`src/rtl/serial_rx_param_if.sv`:
```
// Line-side input and word-side valid/ready output of the parametrised serial receiver.
interface serial_rx_param_if #(
  parameter int DATA_BITS = 7
);
  logic                 serial_in;
  logic                 out_ready;
  logic                 out_valid;
  logic [DATA_BITS-1:0] data_out;
  logic                 parity_err;
  logic                 frame_err;
  logic                 overrun;
  logic                 busy;

  modport master (
    input  serial_in,
    input  out_ready,
    output out_valid,
    output data_out,
    output parity_err,
    output frame_err,
    output overrun,
    output busy
  );

  modport slave (
    output serial_in,
    output out_ready,
    input  out_valid,
    input  data_out,
    input  parity_err,
    input  frame_err,
    input  overrun,
    input  busy
  );
endinterface

```
`src/rtl/serial_rx_param.sv`:
```
// Deframes start / DATA_BITS data (LSB first) / optional parity / stop bits with mid-bit
// sampling, then holds the word with its error flags behind a valid/ready handshake.
module serial_rx_param #(
  parameter int DATA_BITS    = 7,
  parameter int PARITY       = 1,
  parameter int STOP_BITS    = 1,
  parameter int CLKS_PER_BIT = 1
) (
  input  logic               clk,
  input  logic               rst,
  serial_rx_param_if.master  bus
);
  localparam int HALF = (CLKS_PER_BIT - 1) / 2;
  localparam int BMAX = (DATA_BITS > STOP_BITS) ? DATA_BITS : STOP_BITS;
  localparam int BW   = $clog2(BMAX + 1);
  localparam int CW   = (CLKS_PER_BIT > 1) ? $clog2(CLKS_PER_BIT) : 1;

  localparam logic [CW-1:0] CNT_FULL  = CW'(CLKS_PER_BIT - 1);
  localparam logic [CW-1:0] CNT_HALF  = CW'((HALF > 0) ? (HALF - 1) : 0);
  localparam logic [BW-1:0] LAST_DATA = BW'(DATA_BITS - 1);
  localparam logic [BW-1:0] LAST_STOP = BW'(STOP_BITS - 1);

  typedef enum logic [2:0] {
    S_IDLE, S_START, S_DATA, S_PARITY, S_STOP, S_BREAK
  } state_t;

  state_t               r_state;
  logic [CW-1:0]        r_baud;
  logic [BW-1:0]        r_bit;
  logic [DATA_BITS-1:0] r_shift;
  logic                 r_par_acc;
  logic                 r_perr_frame;
  logic                 r_ferr_frame;
  logic                 r_valid;
  logic [DATA_BITS-1:0] r_data;
  logic                 r_perr;
  logic                 r_ferr;
  logic                 r_ovr;

  logic                 w_tick;
  logic                 w_accept;
  logic                 w_done;
  logic                 w_ferr_final;
  logic                 w_par_err;
  logic [DATA_BITS-1:0] w_shift_in;

  assign w_tick       = (r_baud == '0);
  assign w_accept     = r_valid && bus.out_ready;
  assign w_done       = (r_state == S_STOP) && w_tick && (r_bit == LAST_STOP);
  assign w_ferr_final = r_ferr_frame | ~bus.serial_in;
  assign w_par_err    = (PARITY == 0) ? 1'b0 :
                        (PARITY == 1) ? (r_par_acc ^ bus.serial_in) :
                                        ~(r_par_acc ^ bus.serial_in);

  generate
    if (DATA_BITS == 1) begin : g_shift_one
      assign w_shift_in = bus.serial_in;
    end else begin : g_shift_many
      assign w_shift_in = {bus.serial_in, r_shift[DATA_BITS-1:1]};
    end
  endgenerate

  always_ff @(posedge clk) begin
    if (rst) begin
      r_state      <= S_IDLE;
      r_baud       <= '0;
      r_bit        <= '0;
      r_shift      <= '0;
      r_par_acc    <= 1'b0;
      r_perr_frame <= 1'b0;
      r_ferr_frame <= 1'b0;
      r_valid      <= 1'b0;
      r_data       <= '0;
      r_perr       <= 1'b0;
      r_ferr       <= 1'b0;
      r_ovr        <= 1'b0;
    end else begin
      case (r_state)
        S_IDLE: begin
          if (!bus.serial_in) begin
            r_bit        <= '0;
            r_par_acc    <= 1'b0;
            r_perr_frame <= 1'b0;
            r_ferr_frame <= 1'b0;
            // With no half-bit delay the start sample is this very cycle.
            if (HALF == 0) begin
              r_state <= S_DATA;
              r_baud  <= CNT_FULL;
            end else begin
              r_state <= S_START;
              r_baud  <= CNT_HALF;
            end
          end
        end
        S_START: begin
          if (!w_tick) begin
            r_baud <= r_baud - 1'b1;
          end else if (bus.serial_in) begin
            r_state <= S_IDLE;
          end else begin
            r_state <= S_DATA;
            r_baud  <= CNT_FULL;
          end
        end
        S_DATA: begin
          if (!w_tick) begin
            r_baud <= r_baud - 1'b1;
          end else begin
            r_baud    <= CNT_FULL;
            r_shift   <= w_shift_in;
            r_par_acc <= r_par_acc ^ bus.serial_in;
            if (r_bit == LAST_DATA) begin
              r_bit   <= '0;
              r_state <= (PARITY != 0) ? S_PARITY : S_STOP;
            end else begin
              r_bit <= r_bit + 1'b1;
            end
          end
        end
        S_PARITY: begin
          if (!w_tick) begin
            r_baud <= r_baud - 1'b1;
          end else begin
            r_baud       <= CNT_FULL;
            r_perr_frame <= w_par_err;
            r_state      <= S_STOP;
          end
        end
        S_STOP: begin
          if (!w_tick) begin
            r_baud <= r_baud - 1'b1;
          end else begin
            r_baud       <= CNT_FULL;
            r_ferr_frame <= w_ferr_final;
            if (r_bit == LAST_STOP) begin
              r_state <= w_ferr_final ? S_BREAK : S_IDLE;
            end else begin
              r_bit <= r_bit + 1'b1;
            end
          end
        end
        S_BREAK: begin
          if (bus.serial_in) begin
            r_state <= S_IDLE;
          end
        end
        default: r_state <= S_IDLE;
      endcase

      // A completing frame replaces the held word only if the slot is free or being emptied.
      if (w_done && (!r_valid || w_accept)) begin
        r_valid <= 1'b1;
        r_data  <= r_shift;
        r_perr  <= r_perr_frame;
        r_ferr  <= w_ferr_final;
        r_ovr   <= 1'b0;
      end else if (w_done) begin
        r_ovr <= 1'b1;
      end else if (w_accept) begin
        r_valid <= 1'b0;
        r_ovr   <= 1'b0;
      end
    end
  end

  assign bus.out_valid  = r_valid;
  assign bus.data_out   = r_data;
  assign bus.parity_err = r_perr;
  assign bus.frame_err  = r_ferr;
  assign bus.overrun    = r_ovr;
  assign bus.busy       = (r_state != S_IDLE);
endmodule

```
`src/flat_wrapper.sv`:
```
// flat-port wrapper written by rule: the top's interface ports become plain ports
module serial_rx_param_flat 
#(
  parameter int DATA_BITS    = 7,
  parameter int PARITY       = 1,
  parameter int STOP_BITS    = 1,
  parameter int CLKS_PER_BIT = 1
)
  (clk, rst, bus_serial_in, bus_out_ready, bus_out_valid, bus_data_out, bus_parity_err, bus_frame_err, bus_overrun, bus_busy);
  serial_rx_param_if #(.DATA_BITS(DATA_BITS)) bus_i ();
  input  logic clk;
  input  logic rst;
  input wire logic [$bits(bus_i.serial_in)-1:0] bus_serial_in;
  input wire logic [$bits(bus_i.out_ready)-1:0] bus_out_ready;
  output wire logic [$bits(bus_i.out_valid)-1:0] bus_out_valid;
  output wire logic [$bits(bus_i.data_out)-1:0] bus_data_out;
  output wire logic [$bits(bus_i.parity_err)-1:0] bus_parity_err;
  output wire logic [$bits(bus_i.frame_err)-1:0] bus_frame_err;
  output wire logic [$bits(bus_i.overrun)-1:0] bus_overrun;
  output wire logic [$bits(bus_i.busy)-1:0] bus_busy;
  assign bus_i.serial_in = bus_serial_in;
  assign bus_i.out_ready = bus_out_ready;
  assign bus_out_valid = bus_i.out_valid;
  assign bus_data_out = bus_i.data_out;
  assign bus_parity_err = bus_i.parity_err;
  assign bus_frame_err = bus_i.frame_err;
  assign bus_overrun = bus_i.overrun;
  assign bus_busy = bus_i.busy;
  serial_rx_param #(.DATA_BITS(DATA_BITS), .PARITY(PARITY), .STOP_BITS(STOP_BITS), .CLKS_PER_BIT(CLKS_PER_BIT)) u_core (.clk(clk), .rst(rst), .bus(bus_i));
endmodule
```
`config.mk`:
```
export PLATFORM = sky130hd
export DESIGN_NAME = serial_rx_param_flat
export DESIGN_NICKNAME = d
export VERILOG_FILES = /design/src/rtl/serial_rx_param_if.sv /design/src/rtl/serial_rx_param.sv /design/src/flat_wrapper.sv
export SDC_FILE = /design/constraint.sdc
export NUM_CORES = 1
export LEC_CHECK = 0
export BUFFER_PORTS_ARGS = -buffer_cell sky130_fd_sc_hd__buf_4
export CAP_MARGIN = 20
export CORE_MARGIN = 4
export CORE_UTILIZATION = 50
export CTS_CLUSTER_DIAMETER = 80
export DETAILED_ROUTE_END_ITERATION = 10
export PLACE_DENSITY = 0.83
export SLEW_MARGIN = 15
export SYNTH_ARGS = -nofsm -noshare
export SYNTH_HDL_FRONTEND = slang
export SYNTH_SLANG_ARGS = --single-unit
```
`constraint.sdc`:
```
create_clock -name clk -period 2.95 [get_ports clk]
set_input_delay 0.59 -clock clk [delete_from_list [all_inputs] [get_ports clk]]
set_output_delay 0.59 -clock clk [all_outputs]
set_load 0.02 [all_outputs]
```
# After elaboration in Yosys (flattened, before gate mapping)
# Cells that the tools add are included.
[classes]
n_addsub = 2
n_eq_ne = 16
mux = 29
bitwise = 4
n_reduce_logical = 26
[op_table]
columns = ["operator", "count"]
rows = [
  ["2-to-1 mux 3 bit", 14],
  ["inequality test 2 bit (second input constant)", 9],
  ["case mux 3 bit (6 select lines)", 1],
  ["nonzero test 2 bit", 6],
  ["equality test 3 bit (second input constant)", 3],
  ["case mux 3 bit (3 select lines)", 1],
  ["AND reduction 3 bit", 3],
  ["2-to-1 mux 1 bit", 8],
  ["case mux 1 bit (2 select lines)", 4],
  ["AND reduction 8 bit", 1],
  ["equality test 3 x 2 -> 1 bit (second input constant)", 2],
  ["logical NOT 3 bit", 2],
  ["AND reduction 2 bit", 3],
  ["nonzero test 3 bit", 2],
  ["AND reduction 5 bit", 1],
  ["logical AND 1 bit", 4],
  ["OR reduction 4 bit", 1],
  ["adder 3 x 1 -> 3 bit (second input constant)", 1],
  ["equality test 3 x 1 -> 1 bit (second input constant)", 1],
  ["2-to-1 mux 2 bit", 1],
  ["inequality test 2 x 1 -> 1 bit (second input constant)", 1],
  ["inverter 1 bit", 2],
  ["OR reduction 2 bit", 1],
  ["logical NOT 1 bit", 1],
  ["other kinds (4)", 4],
]
[word_totals]
ff_bits = 28
output_inout_bits = 12
elab_cells = 89

# Logic depth before layout (Yosys ltp)
[logic_depth]
word_depth = 6
ltp_mapped = 7

# Least setup slack after synthesis
# OpenSTA, ideal clock, no wires.
[synth_timing]
path_kind = "register -> output"
startpoint = "reg u_core.r_state[1]"
endpoint = "out bus_busy"
arrival_time_ps = 891
required_time_ps = 2360
path_slack_ps = 1469
path_stages_with_launch = 3
path_buffers = 1
cell_sequence = "dfxtp_1 -> buf_4 -> or3_1"
[synth_via]
elab_chain_cells = 1
[synth_rtl]
columns = ["item", "line_no", "text"]
rows = [
  ["start, declared", "serial_rx_param.sv:27", "state_t r_state;"],
  ["start signal, assigned", "serial_rx_param.sv:114", "r_state <= (PARITY != 0) ? S_PARITY : S_STOP;"],
  ["start signal, assigned", "serial_rx_param.sv:136", "r_state <= w_ferr_final ? S_BREAK : S_IDLE;"],
  ["nonzero test 3 bit", "serial_rx_param.sv:171", "assign bus.busy = (r_state != S_IDLE);"],
  ["end, declared", "flat_wrapper.sv:20", "output wire logic [$bits(bus_i.busy)-1:0] bus_busy;"],
]
# Every way passes these cells.

# Final worst setup path
[layout_timing]
startpoint = "reg u_core.r_state[0]"
endpoint = "out bus_busy"
# The elaborated chain is that of the path after synthesis.

==> results.toml <==
[timing]
max_slew_margin = 0.408
fmax_ghz = 0.489
holdWs_ns = 0.423
setup_viol = 0
tns_ns = 0
rsz0062_at_grt = "no"
worst_clock_skew_ns = 0.0135
worstMarginPinSlew_ns = 0.884
min_period_ns = 2.04
hold_viol_final = 0
finalMaxSlewViolations = 0
worst_slack_ns = 0.906
post-route-period-util = 0.693

[cells_and_area]
drive_above_1_share = 0.155
num_antenna_cells = 0
final_cells = 170
layout_commonest_cell = "dfxtp_1"
most-common-layout-cells = "27 x dfxtp_1, 21 x nor2_1, 19 x mux2i_1, 15 x buf_4, 6 x nand2b_1"
nFillCells = 194
fin_nets = 150
syn2layout_area_growth_pct = 9.49

[place]
globalplace.congestion = 0.886
dpl.hpwl_um = 1670
port_buffers = 15
numPlacedInstances = 166
dpl_worst_slack_ns = 1.10

[yosys]
ys_seq_area_frac = 0.436
syn-instance-count = 132
syn-num-nets = 139
yosys_warnings = 0
ys_types = 33
async_flop_share = 0
synth_seq_cells = 27
synth-edff-count = 0
syn_area_um2 = 1240
ys.flop_type = "dfxtp_1"
syn_area_per_cell_um2 = 9.39

[clocking]
cts-root-buf = "clkbuf_4"
cts_setup_buffers = 0
cts-buffers-inserted = 3
cts_resized = 0
clock_latency_ns = 0.33
clk_pin_slew_ns = 0.16
cts_tree = "done"
hold_buffers = 0
cts.path.max_buffers = 2
cts.sinks = 27
htreeDepth = 1

[min_path]
hold_class = "in2reg"
hp-start = "bus_out_ready"

[power_and_ir_drop]
p_per_area_nw_per_um2 = 523
irDropWorstVdd_mv = 0.475
cellLeakagePower_nw = 0.593

[drt]
ant_nets = 0
drt_wl_total_um = 2320
first_pass_iters = 4
drtIter0Drc = 35
viasPerCell = 5.69
vias = 967
wire_per_inst_um = 13.7
drcViolationCount = 0

[worst_setup_path]
critPathArrivalTime_ns = 1.45
cpMaxStageDelayCell = "or3_1"
worst-r2r-setup-slack_ns = 1.08
end_kind = "primary output"
crit_chain = "or3_1 -> buf_4"
rr_startpoint = "u_core.r_state[1]$_SDFFE_PP0P_"
crit_start = "u_core.r_state[0]$_SDFFE_PP0P_"
slowest_delay_ns = 0.48
worst-path-max-fanout = 13
start_kind = "flop"
worst-setup-path-type = "reg2out"
cp.required_ns = 2.36

[die]
die_w_um = 57.8
start_util = 0.545
pin_count = 16
die_area_um2 = 3340
die_height_um = 57.8
core-area_um2 = 2280
num_rows = 17

[grt]
grt_antenna_before_repair = 0
overflow = 0
grt_pass1_wl_um = 4000
grt_max_degree = 29
grt_pass1_vias = 936
track_usage = 0.148

[run_status]
status = "finished clean"

[flow_run]
cap_violations = 0
area by class of cell:
| class | instances | area (um^2) | area share |
|---|---|---|---|
| multi-input cells | 91 | 619 | 0.456 |
| clock buffers | 3 | 22.5 | 0.0166 |
| flip-flops and latches | 27 | 541 | 0.398 |
| inverters | 5 | 18.8 | 0.0138 |
| clock inverters | 1 | 8.76 | 0.00645 |
| repair buffers | 15 | 113 | 0.0829 |
| well taps | 28 | 35.0 | 0.0258 |
cell families after synthesis:
kind of cell | share of synthesized area
AND/OR/NAND/NOR | 0.188
flip-flops | 0.436
AO/OA/AOI/OAI | 0.115
multiplexers | 0.153
buffers and inverters | 0.0646
adder cells (fa/ha/maj) | 0.0303
XOR/XNOR | 0.0131
cell usage after synthesis, types with 2 or more instances:
cell	count	area (um^2)
inv_1	5	18.8
buf_4	3	22.5
nor3_1	2	10.0
mux2i_1	19	190
buf_6	2	22.5
a21oi_1	3	15.0
nand3_1	2	10.0
o21ai_0	4	20.0
nor2_1	21	78.8
nand4_1	4	25.0
nor2b_1	2	12.5
a211oi_1	4	30.0
a2111oi_0	2	17.5
ha_1	3	37.5
dfxtp_1	27	541
nand2b_1	6	37.5
clkbuf_1	3	11.3
nand2_1	5	18.8
routing by layer:
metal	up-vias	part of all wire	track usage
met3	2	0.043	0.0445
met1	467	0.45	0.177
met5	-	0	0
met2	21	0.50	0.266
li1	477	-	-
met4	0	0.0060	0.0199
flip-flops by register name, indices dropped and copies added, names as in the netlist:
register / cells
u_core.bus.parity_err: 1
u_core.bus.frame_err: 1
u_core.bus.out_valid: 1
u_core.bus.data_out: 7
u_core.r_par_acc: 1
u_core.r_perr_frame: 1
u_core.r_bit: 3
u_core.bus.overrun: 1
u_core.r_ferr_frame: 1
u_core.r_state: 3
u_core.r_shift: 7
path summary, 6_finish.rpt:
| kind | to | cells past startpoint |
|---|---|---|
| worst min register to register | u_core.r_ferr_frame$_SDFFE_PP0P_ | 2 |
| worst min-delay path | u_core.bus.overrun$_SDFFE_PP0P_ | 2 |
| worst max-delay path | bus_busy | 2 |
| worst max register to register | u_core.r_state[0]$_SDFFE_PP0P_ | 3 |
power breakdown:
part	total (mW)	internal, mW	switching [mW]
logic	0.140	0.0600	0.0804
clock network	0.168	0.0552	0.113
registers	0.401	0.379	0.0217
total	0.710	0.495	0.215
through the flow:
step	total power, mW	util	instance area, um^2
after floorplan	0.525	-	1240
after global placement	0.539	0.583	1330
after detailed placement	0.548	0.583	1330
after CTS	0.712	0.596	1360
after global routing	0.743	0.596	1360
final	0.710	0.596	1360
worst max-delay path: cells and delay by family, from the launching register on:
kind,cells,cell delay [ns]
AND/OR/NAND/NOR,1,0.48
flip-flops,1,0.47
buffers and inverters,1,0.18
Power figures use the tool's default switching activity.
